### src/rtl/door_step_prescaler.sv
// rtl/door_step_prescaler.sv - step-rate divider: pulses on the cycle it wraps from STEP_DIV-1 to 0
module door_step_prescaler #(
    parameter int STEP_DIV = 2000
) (
    input  logic clk2m,
    input  logic rst_n,
    input  logic enable_i,
    input  logic clear_i,
    output logic step_o
);
    localparam int              CW   = (STEP_DIV > 2) ? $clog2(STEP_DIV) : 1;
    localparam logic [CW-1:0]   LAST = CW'(STEP_DIV - 1);

    logic [CW-1:0] cnt_q;
    logic [CW-1:0] cnt_d;
    logic          tc;

    assign tc     = (cnt_q == LAST);
    assign step_o = enable_i && !clear_i && tc;

    // Clear wins over enable so a state change always discards the partial step.
    always_comb begin
        cnt_d = cnt_q;
        if (clear_i) begin
            cnt_d = '0;
        end else if (enable_i) begin
            cnt_d = tc ? '0 : cnt_q + 1'b1;
        end
    end

    always_ff @(posedge clk2m or negedge rst_n) begin
        if (!rst_n) begin
            cnt_q <= '0;
        end else begin
            cnt_q <= cnt_d;
        end
    end

endmodule

### config.mk
export PLATFORM = sky130hd
export DESIGN_NAME = door_step_prescaler
export DESIGN_NICKNAME = d
export VERILOG_FILES = /design/src/rtl/door_step_prescaler.sv
export SDC_FILE = /design/constraint.sdc
export NUM_CORES = 1
export LEC_CHECK = 0
export ABC_AREA = 1
export BUFFER_PORTS_ARGS = -buffer_cell sky130_fd_sc_hd__buf_2
export CAP_MARGIN = 20
export CORE_MARGIN = 4
export CORE_UTILIZATION = 35
export DETAILED_ROUTE_END_ITERATION = 7
export PLACE_DENSITY = 0.55
export SLEW_MARGIN = 10
export SYNTH_ARGS = -nofsm -noshare
export SYNTH_HDL_FRONTEND = slang
export SYNTH_SLANG_ARGS = --single-unit
### constraint.sdc
create_clock -name clk2m -period 1.5 [get_ports clk2m]
set_input_delay 0.075 -clock clk2m [delete_from_list [all_inputs] [get_ports clk2m]]
set_output_delay 0.075 -clock clk2m [all_outputs]
set_load 0.03 [all_outputs]
==> impl_metrics.tcl <==
set metrics [dict create \
    vdd_drop_max_uv 618.1 \
    cts_tree "built" \
    syn-num-nets 99 \
    die_width_um 51.98 \
    synth-warning-count 0 \
    ys_seq_elements 11 \
    area_growth_pct 23.84 \
    synth-seq-area-share_pct 40.67 \
    rsz0062_at_grt "yes" \
    syn_area_sq_um 676.9 \
    p_switching_mw 0.1334 \
    worstSetupEndpointType "output port" \
    grt_start_max_net_pins 12 \
    p_int_mw 0.4281 \
    criticalPathCategory "flip-flop to output port" \
    r2r_cells 9 \
    finalClockSkew_ns 0.003705 \
    clk_latency_ns 0.27 \
    first_pass_iters 4 \
    cts.clk_slew.worst_paths_ns 0.07 \
    status "completed" \
    leakagePower_nw 0.3961 \
    dr.first_iter.drc_count 10 \
    vias_per_cell 4.714 \
    cp.arrival_ns 1.39 \
    grt_first_pass_wirelength_um 2449 \
    dp_hpwl_um 978.2 \
    diodes 0 \
    die_h_um 51.98 \
    root_buffer "clkbuf_4" \
    swShare_pct 23.76 \
    hold_viol 0 \
    top_regs "cnt_q (11)" \
    routed_wl_um 1474 \
    syn-mean-instance-area_sq_um 7.201 \
    initial_utilization_pct 37.96 \
    ios 5 \
    vias 627 \
    drc 0 \
    layout_min_cycle_time_ns 1.465 \
    largest_reg_flops 11 \
    drive_gt1_share_pct 24.07 \
    cts_made_buffers 3 \
    synth_area_leaders "dfrtp_1, nand2_1, nand3_1, inv_1, nor2_2" \
    coreArea_sq_um 1783 \
    max-slew-margin-rel_pct 72.67 \
    tightest_slew_ns 0.4095 \
    overflow 0 \
    power_frac_seq_pct 54.2 \
    p_per_area_nw_per_um2 669.8 \
    die_area_sq_um 2701 \
    fin_crit_sh_pct 97.66 \
    ant_nets 0 \
    tns_ns 0 \
    clk_path_buf_depth 2 \
    synth_top_cell_by_area "dfrtp_1" \
    grtUsageTotal_pct 12.27 \
    critical_path.max_fanout 2 \
    clkPwrFrac_pct 36.1 \
    nets 114 \
    final_core_util_pct 47.02 \
    clock_sinks 11 \
    start_kind "flip-flop" \
    ys_types 17 \
    port-buffer-count 4 \
    whs_path_depth 4 \
    maxSlewViolCount 0 \
    n_fill_cell 183 \
    cp.required_ns 1.42 \
    max_freq_mhz 682.6 \
    rows 15 \
    largest_register "cnt_q" \
    setup_viol 0 \
    h-tree-depth 1 \
    power_frac_comb_pct 9.7 \
    wl_per_cell_um 11.08 \
    hp-class "input port to flip-flop" \
    place.gp.congestion 0.7967 \
    synth_top_area_share_pct 40.67 \
    drv_cap 0 \
    antenna_found_initial 0 \
    synthCells 94 \
    grt_pass1_vias 522 \
]
## metrics by stage
stage / cell area (sq um) / power, mW / instances / hold WS (ns) / worst slack, ns
2_1_floorplan: 676.9 / 0.3285 / 94 / -0.2206 / 0.1097
3_3_place_gp: 720.7 / 0.3464 / 122 / -0.03628 / 0.1754
3_5_place_dp: 720.7 / 0.3459 / 122 / -0.03449 / 0.1550
4_1_cts: 794.5 / 0.5619 / 130 / 0.1341 / 0.002314
5_1_grt: 838.3 / 0.5922 / 133 / 0.1469 / -0.05281
6_report: 838.3 / 0.5615 / 133 / 0.1427 / 0.03511
## path summary, 6_finish.rpt
| path | startpoint | end | slack, ns |
|---|---|---|---|
| max | cnt_q[1] | step_o | 0.04 |
| min in group asynchronous | rst_n | cnt_q[4] | 0.21 |
| max reg2reg | cnt_q[1] | cnt_q[10] | 0.10 |
| max in group asynchronous | rst_n | cnt_q[8] | 1.09 |
| min reg2reg | cnt_q[8] | cnt_q[8] | 0.52 |
| min | enable_i | cnt_q[10] | 0.14 |
## power groups by stage
stage	logic, mW	clock network (mW)	registers (mW)
after floorplan	0.0173	0	0.311
after global placement	0.0348	0	0.312
after detailed placement	0.0338	0	0.312
after CTS	0.0447	0.213	0.304
after global routing	0.0615	0.226	0.305
final	0.0543	0.203	0.304
## cells by family (layout without fill, tap and decap cells)
| kind of cell | Yosys count | after routing | share of synthesized area, % |
|---|---|---|---|
| buf+inv | 13 | 27 | 7.763 |
| compound gates | 6 | 6 | 4.806 |
| fa+ha+maj | 1 | 1 | 1.848 |
| flops | 11 | 11 | 40.66 |
| simple gates | 59 | 59 | 39.74 |
| xor+xnor | 4 | 4 | 5.177 |
## repair_timing
action / 4_1_cts / 5_1_grt
pin swaps: 1 / 3
hold buffers: 1 / 0
setup endpoints to repair: 1 / 3
endpoints found under the hold margin: 11 / 0
buffers inserted: 3 / 3
resized for setup: 4 / 5
## layout make-up
cell class                      instances  area [sq um]  area share [%]
Multi-Input combinational cell         70         379.1           45.22
Timing Repair Buffer                   11         81.33           9.701
Sequential cell                        11         275.3           32.84
Tap cell                               25         31.28           3.731
Inverter                               12         45.04           5.373
Clock buffer                            4         26.28           3.134
## worst max-delay path, cell delays in order, from the launching register on
cell and delay, ns:
dfrtp_1 0.37, ha_2 0.22, nand2_4 0.07, nor2_4 0.10, nand3_2 0.10, nor2_2 0.13
buf_6 0.13
## cell usage in the layout (no fill, tap or decap)
master         instances
buf_2                  3
buf_4                  6
buf_6                  1
clkbuf_1               1
clkbuf_4               3
dfrtp_1               11
dlygate4sd3_1          1
ha_2                   1
inv_1                 12
nand2_1               30
nand2_2                2
nand2_4                1
nand3_1               10
nand3_2                1
nand4_1                2
nor2_1                 5
nor2_2                 4
nor2_4                 3
nor3_2                 1
o21ai_0                2
o21ai_1                2
o22ai_1                2
xnor2_1                2
xor2_1                 2
## per-layer routing
metal  track usage, %  up-vias  share of wire (%)
met5                0        -                  0
met4            2.620        0               0.95
met2            18.62       16                 49
met3            5.158        2                4.7
met1            16.06      282                 45
li1                 -      327                  -
## cells in the mapped netlist
library cell,number
o21ai_0,2
nand2_2,3
dfrtp_1,11
o21ai_1,2
nand3_1,11
xor2_1,2
xnor2_1,2
ha_1,1
o22ai_1,2
nor2_4,1
nand2_1,30
nor2_2,5
nor3_1,1
buf_4,1
inv_1,12
nor2_1,6
nand4_1,2
(Power assumes the default switching activity.)
